<file path="src/rtl/uart_pkg.sv">
// Shared UART definitions.
//   UART_BYTE_W : width of one UART data byte, common to the feeder and the UART core
//   tx_state_e  : launch-controller state encoding used by uart_tx_feeder
package uart_pkg;

    localparam int UART_BYTE_W = 8;

    typedef enum logic [1:0] {
        ST_IDLE  = 2'd0,
        ST_LOAD  = 2'd1,
        ST_REQ   = 2'd2,
        ST_DRAIN = 2'd3
    } tx_state_e;

endpackage

</file>
<file path="src/rtl/uart_tx_feeder_fifo.sv">
// Synchronous FIFO holding bytes waiting to be launched into the UART.
//   clk, reset : system clock, asynchronous active-low reset
//   i_push     : write i_din (ignored while full)
//   i_din      : write data
//   i_pop      : advance the read pointer (ignored while empty)
//   o_head     : entry at the read pointer, valid whenever o_empty=0
//   o_full     : o_count == DEPTH
//   o_empty    : o_count == 0
//   o_count    : number of stored entries, 0..DEPTH
module sync_fifo #(
    parameter int WIDTH = 8,
    parameter int DEPTH = 16,
    parameter int AW    = 4
) (
    input  logic             clk,
    input  logic             reset,
    input  logic             i_push,
    input  logic [WIDTH-1:0] i_din,
    input  logic             i_pop,
    output logic [WIDTH-1:0] o_head,
    output logic             o_full,
    output logic             o_empty,
    output logic [AW:0]      o_count
);

    localparam logic [AW:0] FULL_CNT = (AW+1)'(DEPTH);

    logic [WIDTH-1:0] r_mem [DEPTH];
    logic [AW-1:0]    r_wr_ptr;
    logic [AW-1:0]    r_rd_ptr;
    logic [AW:0]      r_count;
    logic             w_do_push;
    logic             w_do_pop;

    assign w_do_push = i_push && !o_full;
    assign w_do_pop  = i_pop && !o_empty;

    // Pointers are AW bits wide, so DEPTH being a power of two makes them wrap naturally.
    always_ff @(posedge clk or negedge reset) begin
        if (!reset) begin
            r_wr_ptr <= '0;
            r_rd_ptr <= '0;
            r_count  <= '0;
        end else begin
            if (w_do_push) r_wr_ptr <= r_wr_ptr + 1'b1;
            if (w_do_pop)  r_rd_ptr <= r_rd_ptr + 1'b1;
            case ({w_do_push, w_do_pop})
                2'b10:   r_count <= r_count + 1'b1;
                2'b01:   r_count <= r_count - 1'b1;
                default: r_count <= r_count;
            endcase
        end
    end

    // Storage is not reset; contents are meaningless until pointed at by a valid count.
    always_ff @(posedge clk) begin
        if (w_do_push) r_mem[r_wr_ptr] <= i_din;
    end

    assign o_head  = r_mem[r_rd_ptr];
    assign o_full  = (r_count == FULL_CNT);
    assign o_empty = (r_count == '0);
    assign o_count = r_count;

endmodule

</file>
<file path="src/rtl/uart_tx_feeder.sv">
// Byte buffer and launch controller in front of the UART transmitter.
// Bytes arrive through a valid/ready handshake into a FIFO; each byte is presented
// on uart_data and uart_start is held until the UART shows busy, then the controller
// waits for busy to fall before launching the next one.
//   clk         : system clock
//   reset       : asynchronous active-low reset
//   in_data     : byte to transmit
//   in_valid    : in_data is valid
//   in_ready    : FIFO can accept (not full)
//   uart_busy   : UART busy, asynchronous to clk
//   uart_start  : start request to the UART, level held until acknowledged
//   uart_data   : byte presented to the UART
//   fifo_count  : bytes stored, 0..DEPTH
//   idle        : FIFO empty and controller idle
//   timeout_err : sticky, UART never acknowledged a start within ACK_TIMEOUT cycles
//
// state | meaning
// IDLE  | waiting for a stored byte and a quiet UART; pops the head on launch
// LOAD  | one cycle of data setup before start is raised
// REQ   | uart_start high, waiting for busy (or for the acknowledge timer to expire)
// DRAIN | UART transmitting; waiting for busy to fall
module uart_tx_feeder
    import uart_pkg::*;
#(
    parameter int DEPTH       = 16,
    parameter int AW          = 4,
    parameter int ACK_TIMEOUT = 1023
) (
    input  logic                   clk,
    input  logic                   reset,
    input  logic [UART_BYTE_W-1:0] in_data,
    input  logic                   in_valid,
    output logic                   in_ready,
    input  logic                   uart_busy,
    output logic                   uart_start,
    output logic [UART_BYTE_W-1:0] uart_data,
    output logic [AW:0]            fifo_count,
    output logic                   idle,
    output logic                   timeout_err
);

    localparam int              TW        = $clog2(ACK_TIMEOUT + 1);
    localparam logic [TW-1:0]   TIMER_MAX = TW'(ACK_TIMEOUT);

    tx_state_e              r_state;
    tx_state_e              w_next;
    logic                   r_busy_meta;
    logic                   r_busy_s;
    logic [TW-1:0]          r_timer;
    logic [UART_BYTE_W-1:0] r_data;
    logic                   r_timeout_err;
    logic                   w_pop;
    logic                   w_full;
    logic                   w_empty;
    logic [UART_BYTE_W-1:0] w_head;
    logic [AW:0]            w_count;
    logic                   w_expire;

    sync_fifo #(
        .WIDTH (UART_BYTE_W),
        .DEPTH (DEPTH),
        .AW    (AW)
    ) u_fifo (
        .clk     (clk),
        .reset   (reset),
        .i_push  (in_valid),
        .i_din   (in_data),
        .i_pop   (w_pop),
        .o_head  (w_head),
        .o_full  (w_full),
        .o_empty (w_empty),
        .o_count (w_count)
    );

    // Two-flop synchroniser for the UART-domain busy flag.
    always_ff @(posedge clk or negedge reset) begin
        if (!reset) begin
            r_busy_meta <= 1'b0;
            r_busy_s    <= 1'b0;
        end else begin
            r_busy_meta <= uart_busy;
            r_busy_s    <= r_busy_meta;
        end
    end

    always_ff @(posedge clk or negedge reset) begin
        if (!reset) r_state <= ST_IDLE;
        else        r_state <= w_next;
    end

    assign w_expire = (r_timer == TIMER_MAX);

    always_comb begin
        w_next = r_state;
        case (r_state)
            ST_IDLE:  if (!w_empty && !r_busy_s) w_next = ST_LOAD;
            ST_LOAD:  w_next = ST_REQ;
            ST_REQ: begin
                if (r_busy_s)      w_next = ST_DRAIN;
                else if (w_expire) w_next = ST_IDLE;
            end
            ST_DRAIN: if (!r_busy_s) w_next = ST_IDLE;
            default:  w_next = ST_IDLE;
        endcase
    end

    // busy_s high while idle means the UART is occupied by someone else: no launch.
    always_comb begin
        w_pop      = (r_state == ST_IDLE) && !w_empty && !r_busy_s;
        uart_start = (r_state == ST_REQ);
        idle       = (r_state == ST_IDLE) && w_empty;
    end

    // Data register only changes on a pop, so it stays stable through REQ and DRAIN.
    always_ff @(posedge clk or negedge reset) begin
        if (!reset) begin
            r_data        <= '0;
            r_timer       <= '0;
            r_timeout_err <= 1'b0;
        end else begin
            if (w_pop) r_data <= w_head;
            if (r_state == ST_LOAD) begin
                r_timer <= '0;
            end else if (r_state == ST_REQ && !r_busy_s) begin
                if (w_expire) r_timeout_err <= 1'b1;
                else          r_timer <= r_timer + 1'b1;
            end
        end
    end

    assign in_ready    = !w_full;
    assign uart_data   = r_data;
    assign fifo_count  = w_count;
    assign timeout_err = r_timeout_err;

endmodule

</file>
<file path="config.mk">
export PLATFORM = sky130hd
export DESIGN_NAME = uart_tx_feeder
export DESIGN_NICKNAME = d
export VERILOG_FILES = /design/src/rtl/uart_pkg.sv /design/src/rtl/uart_tx_feeder_fifo.sv /design/src/rtl/uart_tx_feeder.sv
export SDC_FILE = /design/constraint.sdc
export NUM_CORES = 1
export LEC_CHECK = 0
export CAP_MARGIN = 15
export CORE_ASPECT_RATIO = 2
export CORE_UTILIZATION = 35
export CTS_BUF_LIST = sky130_fd_sc_hd__clkbuf_16
export DETAILED_ROUTE_END_ITERATION = 6
export GPL_TIMING_DRIVEN = 1
export PLACE_DENSITY_LB_ADDON = 0.08
export SYNTH_ARGS = -nofsm -noshare
export SYNTH_HDL_FRONTEND = slang
export SYNTH_HIERARCHICAL = 1
export SYNTH_SLANG_ARGS = --single-unit
</file>
<file path="constraint.sdc">
create_clock -name clk -period 8 [get_ports clk]
set_input_delay 1.6 -clock clk [delete_from_list [all_inputs] [get_ports clk]]
set_output_delay 1.6 -clock clk [all_outputs]
set_load 0.05 [all_outputs]
</file>
==> results.yml <==
outcome:
  status: "finished, final reports clean"
logic_synthesis:
  synth.area.top_cells: "edfxtp_1, dfrtp_1, mux4_2, mux2i_1, mux2_2"
  synth_top_area_share_pct: 55.8
  syn_area_per_cell_um2: 16.1
  synth.distinct_cells: 48
  synth_area_leader_cell: "edfxtp_1"
  netlist_area_um2: 6890
  synth_seq_cells: 164
  seq_area_frac_synth_pct: 68.8
  synthCells: 427
  synth-async-reset-ratio_pct: 22.0
  syn_nets: 450
  ys.warnings.count: 6
  ys.flop_type: "edfxtp_1"
  synth_edf_count: 128
timing:
  slew_viol_final: 0
  setup_viol: 0
  hold_viol: 0
  layout_min_cycle_time_ps: 4090
  fin_skew_ps: 7.79
  maxSlewHeadroom_pct: 33.0
  fin_ws_ps: 3910
  period_share_pct: 51.1
  tns_ps: 0
  worstMarginPinSlew_ps: 1000
  timing.fmax_mhz: 245
  holdWs_ps: 351
  rsz0062_at_grt: "no"
worst_setup_path:
  startpoint: "u_fifo/o_count[0]$_DFFE_PN0P_"
  endpoint: "idle"
  reg2reg_slack_ps: 4340
  critPathArrivalTime_ps: 2490
  reg2reg_from: "u_fifo/o_count[0]$_DFFE_PN0P_"
  reg2reg_to: "u_fifo/o_count[4]$_DFFE_PN0P_"
  cp_data_required_time_ps: 6400
  startpoint_type: "flop"
  critPathKind: "flop to output pin"
  cp_max_fo: 5
  end_kind: "output pin"
  rr_worst_depth: 12
global_routing:
  track_usage_pct: 16.3
  grt_pass1_wl_mm: 23.4
  grt_pass1_vias: 3956
  grt_overflow: 0
  grt_max_degree: 52
  antenna_found_initial: 0
finish:
  finalInstanceArea_um2: 7910
  nets: 482
  drive_gt1_share_pct: 15.5
  fillers: 1849
  syn2layout_area_growth_pct: 14.7
  antenna-diode-count: 0
clock_tree:
  cts_hold_buf: 0
  cts-root-buf: "clkbuf_16"
  ctsResizeCount: 0
  cts.sinks: 164
  cts_tree: "yes"
  cts_setup_buffers: 0
  htreeDepth: 4
  clk_latency_ps: 420
  clkSlewWorstSetupHoldPaths_ps: 60
  cts_made_buffers: 17
  cts_buffer_depth: 2
placement:
  numPortBuffers: 28
  hpwl_mm: 10.6
  dp_slack_ps: 3820
  postPlaceCellArea_um2: 7370
  gp_congestion: 0.772
floorplan:
  dieArea_um2: 20300
  die_w_um: 101
  initial_core_util_pct: 35.8
  fp-row-count: 72
  core_area_um2: 19300
  num_io_pins: 29
  die_y_um: 200
routing:
  routedWlPerCell_um: 20.5
  drc: 0
  dr_total_vias: 3635
  first_pass_iters: 5
  drt_iter0_drc: 126
  wl_mm: 15.0
  drt-vias-per-instance: 4.97
  antenna_left: 0
power_and_ir_drop:
  ir_drop_v: 0.000136
  power.leakage_nw: 2.83
  power_density_nw_per_um2: 362
job:
  cap_violations: 0
worst_hold_path:
  min_from: "r_busy_meta$_DFF_PN0_"
  hp-class: "flop to flop"
-- registers in the layout (all words and copies together) (netlist names) --
register and cells:
r_state 2, u_fifo/o_count 5, u_fifo/r_mem 128, r_busy_s 1, uart_data 8, u_fifo/r_wr_ptr 4, r_timer 10, r_busy_meta 1
timeout_err 1, u_fifo/r_rd_ptr 4
-- layout make-up --
class,count,area [um2],share of cell area (%)
Sequential cell,164,4750,60.0
Tap cell,259,324,4.10
Clock inverter,15,101,1.28
Inverter,10,37.5,0.475
Timing Repair Buffer,35,325,4.11
Multi-Input combinational cell,231,1950,24.6
Clock buffer,17,425,5.38
-- cells in the final DEF (no fill, tap or decap), types with 5 or more instances in the layout --
cell type and instances:
a21oi_1 11, a221oi_1 8, a22oi_1 8, buf_4 5, clkbuf_16 17, clkdlybuf4s50_1 27, clkinv_2 5, dfrtp_1 35
edfxtp_1 128, ha_1 10, inv_1 13, mux2_2 16, mux2i_1 27, mux4_2 16, nand2_1 24, nand3_1 9
nor2_1 14, nor3_1 5, o21ai_0 26, xnor2_1 8
-- power breakdown --
| group | total (mW) | switching [mW] | internal [mW] |
|---|---|---|---|
| combinational | 0.963 | 0.576 | 0.388 |
| clock | 0.738 | 0.320 | 0.418 |
| sequential | 1.16 | 0.106 | 1.05 |
-- through the flow --
step                      cells  power [mW]  utilization (%)
after floorplan             427        1.89                -
after global placement      697        2.15             38.2
after detailed placement    698        2.16             38.2
after CTS                   730        2.91             41.0
after global routing        731        3.02             41.0
final                       731        2.86             41.0
-- how the worst min path moves through the flow --
stage,endpoint,depth (start not counted),slack [ps]
3_3_place_gp,r_busy_s$_DFF_PN0_,0,340
3_5_place_dp,r_busy_s$_DFF_PN0_,0,340
6_report,r_busy_s$_DFF_PN0_,0,350
5_1_grt,r_busy_s$_DFF_PN0_,0,370
4_1_cts,r_busy_s$_DFF_PN0_,0,360
2_1_floorplan,r_busy_s$_DFF_PN0_,0,330
-- Yosys cell counts, types with 5 or more instances --
master,instances
inv_1,10
mux2i_1,27
buf_2,7
xnor2_1,8
mux4_2,16
mux2_2,16
dfrtp_1,36
ha_1,10
o21ai_0,26
nand2_1,24
edfxtp_1,128
a221oi_1,8
clkbuf_1,5
nor3_1,5
nor2_1,14
a22oi_1,8
a21oi_1,11
nand3_1,9
buf_6,7
-- cells by family after synthesis --
| group | synth area share [%] |
|---|---|
| and+or+nand+nor | 6.30 |
| AOI/OAI and AO/OA | 6.35 |
| xor gates and xnor gates | 1.52 |
| muxes | 12.0 |
| DFF | 68.8 |
| buffers and inverters | 2.92 |
| adders and majority gates | 2.11 |
-- layer usage --
metal  vias up  wire, um  global-route usage (%)
met5         -         0                       0
met4         0       253                    6.73
met3        14       260                    2.92
met2        47      8870                    31.0
met1      1867      5620                    16.7
li1       1707         -                       -
-- critical path: stages (launching register included) --
cell and delay, ps:
dfrtp_1 450, nor4_2 330, and2b_1 270, nor3b_1 200
clkdlybuf4s50_1 820
Note: power is estimated with default switching activity, not from simulation.
